==> src/rtl/bit_stream_serializer.sv <==
// Parallel-to-serial feeder: captures a word of 1..WIDTH bits and shifts it out bit len-1 first, one bit per clock.
// Optional `SERIALIZER_LOOP_EN adds a `loop` input that restarts the captured word instead of finishing it.
module bit_stream_serializer #(
    parameter int WIDTH = 16,
    parameter int LEN_W = 5
) (
    input  logic             clk,
    input  logic             reset,
`ifdef SERIALIZER_LOOP_EN
    input  logic             loop,
`endif
    input  logic             load,
    input  logic [WIDTH-1:0] data,
    input  logic [LEN_W-1:0] len,
    output logic             out,
    output logic             valid,
    output logic             busy,
    output logic             done
);

    typedef enum logic [1:0] {
        ST_IDLE  = 2'd0,
        ST_SHIFT = 2'd1,
        ST_DONE  = 2'd2
    } state_t;

    state_t           r_state;
    state_t           w_state_nxt;
    logic [WIDTH-1:0] r_shift;
    logic [WIDTH-1:0] w_shift_nxt;
    logic [LEN_W-1:0] r_cnt;
    logic [LEN_W-1:0] w_cnt_nxt;
    logic             r_out;
    logic             r_valid;
    logic             r_busy;
    logic             r_done;

    logic             w_accept;
    logic [LEN_W-1:0] w_len_eff;
    logic [WIDTH-1:0] w_aligned;

`ifdef SERIALIZER_LOOP_EN
    logic [WIDTH-1:0] r_word;
    logic [LEN_W-1:0] r_last_idx;
`endif

    // The word is left-aligned so the next bit to send always sits in the MSB.
    assign w_len_eff = (len > LEN_W'(WIDTH)) ? LEN_W'(WIDTH) : len;
    assign w_aligned = data << (LEN_W'(WIDTH) - w_len_eff);
    assign w_accept  = load && (len != '0) && (r_state != ST_SHIFT);

    always_comb begin
        // NOTE: every combinational output gets a default first so no path leaves it unassigned (no latch).
        w_state_nxt = r_state;
        w_shift_nxt = r_shift;
        w_cnt_nxt   = r_cnt;

        case (r_state)
            ST_SHIFT: begin
                if (r_cnt != '0) begin
                    w_shift_nxt = r_shift << 1;
                    w_cnt_nxt   = r_cnt - LEN_W'(1);
                end
`ifdef SERIALIZER_LOOP_EN
                else if (loop) begin
                    w_shift_nxt = r_word;
                    w_cnt_nxt   = r_last_idx;
                end
`endif
                else begin
                    w_state_nxt = ST_DONE;
                    w_shift_nxt = '0;
                end
            end
            ST_IDLE, ST_DONE: begin
                if (w_accept) begin
                    w_state_nxt = ST_SHIFT;
                    w_shift_nxt = w_aligned;
                    w_cnt_nxt   = w_len_eff - LEN_W'(1);
                end else begin
                    w_state_nxt = ST_IDLE;
                end
            end
            default: begin
                w_state_nxt = ST_IDLE;
            end
        endcase
    end

    // Outputs are computed from the next state so they leave the block straight from flops.
    always_ff @(posedge clk or negedge reset) begin
        if (!reset) begin
            r_state <= ST_IDLE;
            r_shift <= '0;
            r_cnt   <= '0;
            r_out   <= 1'b0;
            r_valid <= 1'b0;
            r_busy  <= 1'b0;
            r_done  <= 1'b0;
        end else begin
            // NOTE: sequential state uses non-blocking assignments so all flops update from pre-edge values.
            r_state <= w_state_nxt;
            r_shift <= w_shift_nxt;
            r_cnt   <= w_cnt_nxt;
            r_out   <= (w_state_nxt == ST_SHIFT) && w_shift_nxt[WIDTH-1];
            r_valid <= (w_state_nxt == ST_SHIFT);
            r_busy  <= (w_state_nxt == ST_SHIFT);
            r_done  <= (w_state_nxt == ST_DONE);
        end
    end

`ifdef SERIALIZER_LOOP_EN
    // A copy of the captured word lets loop mode restart without the feeder re-presenting it.
    always_ff @(posedge clk or negedge reset) begin
        if (!reset) begin
            r_word     <= '0;
            r_last_idx <= '0;
        end else if (w_accept) begin
            r_word     <= w_aligned;
            r_last_idx <= w_len_eff - LEN_W'(1);
        end
    end
`endif

    assign out   = r_out;
    assign valid = r_valid;
    assign busy  = r_busy;
    assign done  = r_done;

endmodule

==> config.mk <==
export PLATFORM = sky130hd
export DESIGN_NAME = bit_stream_serializer
export DESIGN_NICKNAME = d
export VERILOG_FILES = /design/src/rtl/bit_stream_serializer.sv
export SDC_FILE = /design/constraint.sdc
export NUM_CORES = 1
export LEC_CHECK = 0
export CAP_MARGIN = 30
export CORE_ASPECT_RATIO = 2
export CORE_UTILIZATION = 55
export CTS_CLUSTER_SIZE = 30
export DETAILED_ROUTE_END_ITERATION = 8
export GPL_ROUTABILITY_DRIVEN = 0
export GPL_TIMING_DRIVEN = 0
export PLACE_DENSITY = 0.8
export SKIP_LAST_GASP = 1
export SYNTH_ARGS = -nofsm -noshare
export SYNTH_HDL_FRONTEND = slang
export SYNTH_SLANG_ARGS = --single-unit
export TNS_END_PERCENT = 5
==> constraint.sdc <==
create_clock -name clk -period 1.95 [get_ports clk]
set_input_delay 0.39 -clock clk [delete_from_list [all_inputs] [get_ports clk]]
set_output_delay 0.39 -clock clk [all_outputs]
set_load 0.02 [all_outputs]
==> impl_metrics.tcl <==
set metrics [dict create \
    cp-startpoint "len[4]" \
    synth-main-ff-cell "dfrtp_1" \
    rsz0062_at_grt "true" \
    ys_async_sr_fraction_pct 100 \
    slowest_stage "mux4_2" \
    synth_xor_area_share_pct 1.62 \
    critical-path-max-stage-delay_ns 0.53 \
    drive_gt1_share_pct 27.8 \
    die_area_sq_um 4060 \
    yosysSeqAreaShare_pct 31.2 \
    min_period_over_period_pct 113 \
    synth_cells 212 \
    preCtsSetupSlack_ns -1.24 \
    synth-seq-cells 26 \
    antenna_cells 0 \
    crit_type "in -> reg" \
    synthSimpleGateAreaFrac_pct 17.8 \
    worstReg2RegEnd "r_cnt[4]$_DFFE_PN0P_" \
    cp.arrival_ns 2.35 \
    setup_viol 14 \
    timing.critical_path.buf_inv 4 \
    maxCapViolCount 0 \
    synth_area_leader_cell "dfrtp_1" \
    r2r_cells 6 \
    worst_path_most_repeated_cell "buf_8" \
    wirelength_um 5660 \
    worst_slew_pin_slew_ns 0.713 \
    ff2ff_setup_slack_ns -0.09 \
    yosysMostFrequentCell "dfrtp_1" \
    dieWidth_um 45.5 \
    cts_tree "built" \
    rows 31 \
    vias 1899 \
    worstPathRequired_ns 2.10 \
    clock_latency_ns 0.27 \
    layout_setup_ws_ns -0.247 \
    final_hold_viol_count 0 \
    synth-edff-count 0 \
    dpl.hpwl_um 4200 \
    synth_cell_type_count 60 \
    drt_iter0_markers 60 \
    antenna_found_initial 0 \
    hold_path_depth 1 \
    yosys-top-cells-count "dfrtp_1 (26), nor2_1 (25), mux2_2 (13), mux2i_1 (13), nand2_1 (13)" \
    p_leak_nw 1.14 \
    yosysWarnings 0 \
    hold_buffers 0 \
    violations "setup timing" \
    numCtsBuffers 3 \
    met1_length_um 1910 \
    syn_to_final_growth_pct 32.3 \
    crit_cells 10 \
    synth_top_family_by_area "multiplexers" \
    r2r-start "r_state[0]$_DFF_PN0_" \
    first_pass_iters 4 \
    clockRootBuffer "clkbuf_8" \
    final-max-slew-violation-count 0 \
    syn-num-nets 238 \
    met3_length_um 164 \
    via_per_inst 6.25 \
    fin_crit_ns 2.20 \
    grt_pass1_wl_um 8870 \
    grt_start_max_net_pins 16 \
    crit_path_start_kind "input pin" \
    muxShareOfSynthArea_pct 23.2 \
    crit_path_cell_trace "buf_12 > buf_8 > nand2b_4 > ha_4 > buf_8 > mux2i_4 > inv_1 > mux4_2 > o21ai_2 > nor4_1" \
    avgRoutedWirePerCell_um 18.6 \
    wl_met2_um 3340 \
    crit_family "multiplexers" \
    dieHeight_um 89.1 \
    irDropWorstVdd_v 0.000772 \
    synth.area.top_cells "dfrtp_1 (31%), mux4_2 (8.6%), mux2_2 (7.0%)" \
    clockBufferDepth 2 \
    htreeDepth 1 \
    fin_worst_skew_ns 0.00552 \
    endpoint "out$_DFF_PN0_" \
    cts.clk_slew.worst_paths_ns 0.09 \
    holdWs_ns 0.512 \
    clock.fmax_mhz 455 \
    pin_count 28 \
    syn_avg_cell_area_sq_um 9.84 \
    cts.sinks 26 \
    globalRouteOverflowTotal 0 \
    status "finished with violations" \
    coreArea_sq_um 3610 \
    numPortBuffers 27 \
    yosys.area_share.adder_pct 1.20 \
    endpoint_kind "register" \
    syn_area_sq_um 2090 \
    critPathMaxFanout 5 \
    fin_nets 282 \
    grt.total_usage_pct 30.1 \
    finalNonFillerCells 304 \
    power_density_nw_per_um2 1090 \
    netlist.area_leader.share_pct 31.2 \
    ant_nets 0 \
    highest_layer "met4" \
    synth_compound_area_share_pct 20.3 \
    hp-class "reg -> reg" \
    start_util_pct 57.8 \
    route.detailed.drc 0 \
    place_inst 289 \
    grt_pass1_vias 1939 \
    slew_headroom_pct 52.3 \
]
==> metal layers <==
metal	vias to the layer above	track usage (%)
met5	-	0
met4	0	16.0
met3	18	2.42
met2	69	59.0
met1	928	28.5
li1	884	-
==> worst min-delay path by stage <==
stage	from	endpoint	slack [ns]
after floorplan	reset	busy$_DFF_PN0_	0.09
after global placement	r_shift[1]$_DFFE_PN0P_	r_shift[2]$_DFFE_PN0P_	0.48
after detailed placement	r_shift[8]$_DFFE_PN0P_	r_shift[8]$_DFFE_PN0P_	0.49
after CTS	r_shift[8]$_DFFE_PN0P_	r_shift[8]$_DFFE_PN0P_	0.51
after global routing	r_shift[1]$_DFFE_PN0P_	r_shift[2]$_DFFE_PN0P_	0.53
final	r_shift[8]$_DFFE_PN0P_	r_shift[8]$_DFFE_PN0P_	0.51
==> what timing repair did <==
action | 4_1_cts | 5_1_grt
gates resized for setup | 34 | 1
cloned | 1 | 0
endpoints found under the hold margin | 0 | 0
pin swaps | 5 | 4
setup endpoints to repair | 20 | 17
setup buffers | 7 | 3
==> cells by family (layout without fill, tap and decap cells) <==
family | after synthesis | after routing
AND/OR/NAND/NOR | 68 | 68
AO/OA/AOI/OAI | 59 | 59
multiplexers | 36 | 36
flip-flops | 26 | 26
buffers and inverters | 18 | 61
XOR/XNOR | 3 | 3
adder cells (fa/ha/maj) | 2 | 2
==> flip-flops by register name, summed over array words and instances (netlist names) <==
name / flops
r_state: 2
busy: 1
done: 1
out: 1
r_cnt: 5
r_shift: 16
==> through the flow <==
step	utilization [%]	instance area [sq um]	setup TNS (ns)	power, mW
global placement	69.0	2490	-19.15	2.43
finish	76.5	2760	-2.34	3.02
detailed placement	69.4	2500	-19.53	2.48
CTS	75.9	2740	-2.00	2.98
floorplan	-	2160	-2.66	2.05
global route	76.5	2760	-3.17	3.21
==> where the power goes <==
group | internal [mW] | switching (mW) | total [mW]
Sequential | 0.780 | 0.172 | 0.953
Clock | 0.274 | 0.167 | 0.441
Combinational | 0.776 | 0.850 | 1.63
==> layout make-up <==
| type | count | area [sq um] |
|---|---|---|
| Clock inverter | 1 | 30.0 |
| Clock buffer | 3 | 41.3 |
| Buffer | 12 | 110 |
| Tap cell | 49 | 61.3 |
| Multi-Input combinational cell | 168 | 1430 |
| Inverter | 6 | 30.0 |
| Fill cell | 251 | 847 |
| Timing Repair Buffer | 39 | 403 |
| Sequential cell | 26 | 651 |
==> cells in the final DEF, fill, tap and decap left out, drive strengths merged, types with 6 or more instances in the layout <==
| master | netlist | layout |
|---|---|---|
| dfrtp | 26 | 26 |
| nor2 | 26 | 26 |
| buf | 10 | 25 |
| clkdlybuf4s50 | 0 | 23 |
| mux2 | 15 | 15 |
| nand2 | 13 | 13 |
| a21oi | 13 | 13 |
| mux2i | 13 | 13 |
| o21ai | 10 | 10 |
| mux4 | 8 | 8 |
| nand2b | 7 | 7 |
| inv | 6 | 6 |
(Power assumes the default switching activity.)
==> RTL edit: new RTL, same settings <==
Change the parameter `WIDTH` from 16 to 12.
--- a/src/rtl/bit_stream_serializer.sv
+++ b/src/rtl/bit_stream_serializer.sv
@@ -1,7 +1,7 @@
 // Parallel-to-serial feeder: captures a word of 1..WIDTH bits and shifts it out bit len-1 first, one bit per clock.
 // Optional `SERIALIZER_LOOP_EN adds a `loop` input that restarts the captured word instead of finishing it.
 module bit_stream_serializer #(
-    parameter int WIDTH = 16,
+    parameter int WIDTH = 12,
     parameter int LEN_W = 5
 ) (
     input  logic             clk,
Ports: changed (resized data); port bits go from 28 to 24. The function was not compared with the original's and may differ.
==> RTL edit against the unedited design <==
The run still ends with negative setup slack left. Sequential cell count decreased by 5. Critical path depth unchanged. Via count decreased by 7.3%. Count of clock-buffer cells in the layout unchanged. Final area decreased by 16%. Total power decreased by 24%. Synthesized area decreased by 18%. Non-clock buffer count increased by 2. Register-to-register slack got worse by 0.02 ns. Setup slack improved by 0.097 ns. Hold slack got worse by 0.010 ns. Clock power decreased by 34%. Clock skew decreased by 0.0028 ns. Wire length decreased by 5.4%. Critical path type unchanged. Largest cell class unchanged. Largest power group unchanged.
==> RTL edit: results (changes against the unedited design) <==
| Metric | Value |
|---|---|
| Seq_cells | `21 (-19%)` |
| Count of input and output buffers | `22 (-19%)` |
| Layout cells sized above 1 | `0.269 (-0.00984)` |
| Largest registers | `r_shift (11), r_cnt (5), r_state (2)` |
| Leakage power | `0.997 nW (-12%)` |
| Fin Clk Skew | `0.00269 ns (-0.00283 ns)` |
| Max transition margin | `0.371 (-0.153)` |
| Clock buf/inv share | `0.0201 (-0.00577)` |
| Setup violations, final | `13 (-1)` |
| Syn_nets | `224 (-5.9%)` |
| Metal-1 WL | `1.89 mm (-1.2%)` |
| Met2 usage | `0.634 (+0.0448)` |
| Largest net degree at the start of global routing | `22 (+6)` |
| CP peak stage delay | `0.34 ns (-0.19 ns)` |
| Layout non-clock buf frac | `0.209 (+0.0229)` |
| Status | `finished with violations` |
| Compound-cell area share of the yosys netlist | `0.284 (+0.0816)` |
| Met1 GRT Util | `0.363 (+0.0786)` |
| GRT Overall Usage | `0.364 (+0.0629)` |
| First-pass GRT wire length | `8.27 mm (-6.8%)` |
| Vias | `1,761 (-7.3%)` |
| Register area share after synthesis | `0.309 (-0.00334)` |
| Setup TNS | `-1.03 ns (+1.31 ns)` |
| Met3 routed WL | `174 microns (+6.1%)` |
| Initial DRC Count | `97 (+62%)` |
| Setup ws final | `-0.150 ns (+0.0967 ns)` |
| Worst slack at placement | `-1.42 ns (-0.176 ns)` |
| Crit-path max FO | `7 (+2)` |
| IR Drop Worst-Case VDD | `563 uV (-27%)` |
| Hold wc startpoint | `r_shift[6]` |
| Failing checks | `negative setup slack` |
| Post-Synth Adder-Cell Area | `0.0147 (+0.00270)` |
-- RTL edit: changes by cell type in the layout (fill, tap and decap cells not counted), sizes merged, moves of 4 or more --
cell,unedited run,this run
nor2,26,18
o21ai,10,14
clkbuf,4,10
mux4,8,1
dfrtp,26,21
a21oi,13,20
mux2,15,3
a211oi,0,8
clkdlybuf4s50,23,18
-- RTL edit: critical path, delay by kind of cell --
kind | cells | cell delay [ns]
compound gates | 4 | 0.69
mux | 1 | 0.34
fa+ha+maj | 1 | 0.33
buf+inv | 3 | 0.31
simple gates | 1 | 0.19
-- RTL edit: power by group --
group	internal, mW	switching [mW]
clock	0.143	0.149
sequential	0.598	0.128
combinational	0.642	0.652
-- RTL edit: stage by stage --
step / area [sq um] / hold WS, ns / std cells
2_1_floorplan: 1750 / 0.0944 / 202
3_3_place_gp: 2010 / 0.474 / 254
3_5_place_dp: 2010 / 0.487 / 254
4_1_cts: 2240 / 0.507 / 268
5_1_grt: 2310 / 0.520 / 272
6_report: 2310 / 0.502 / 272
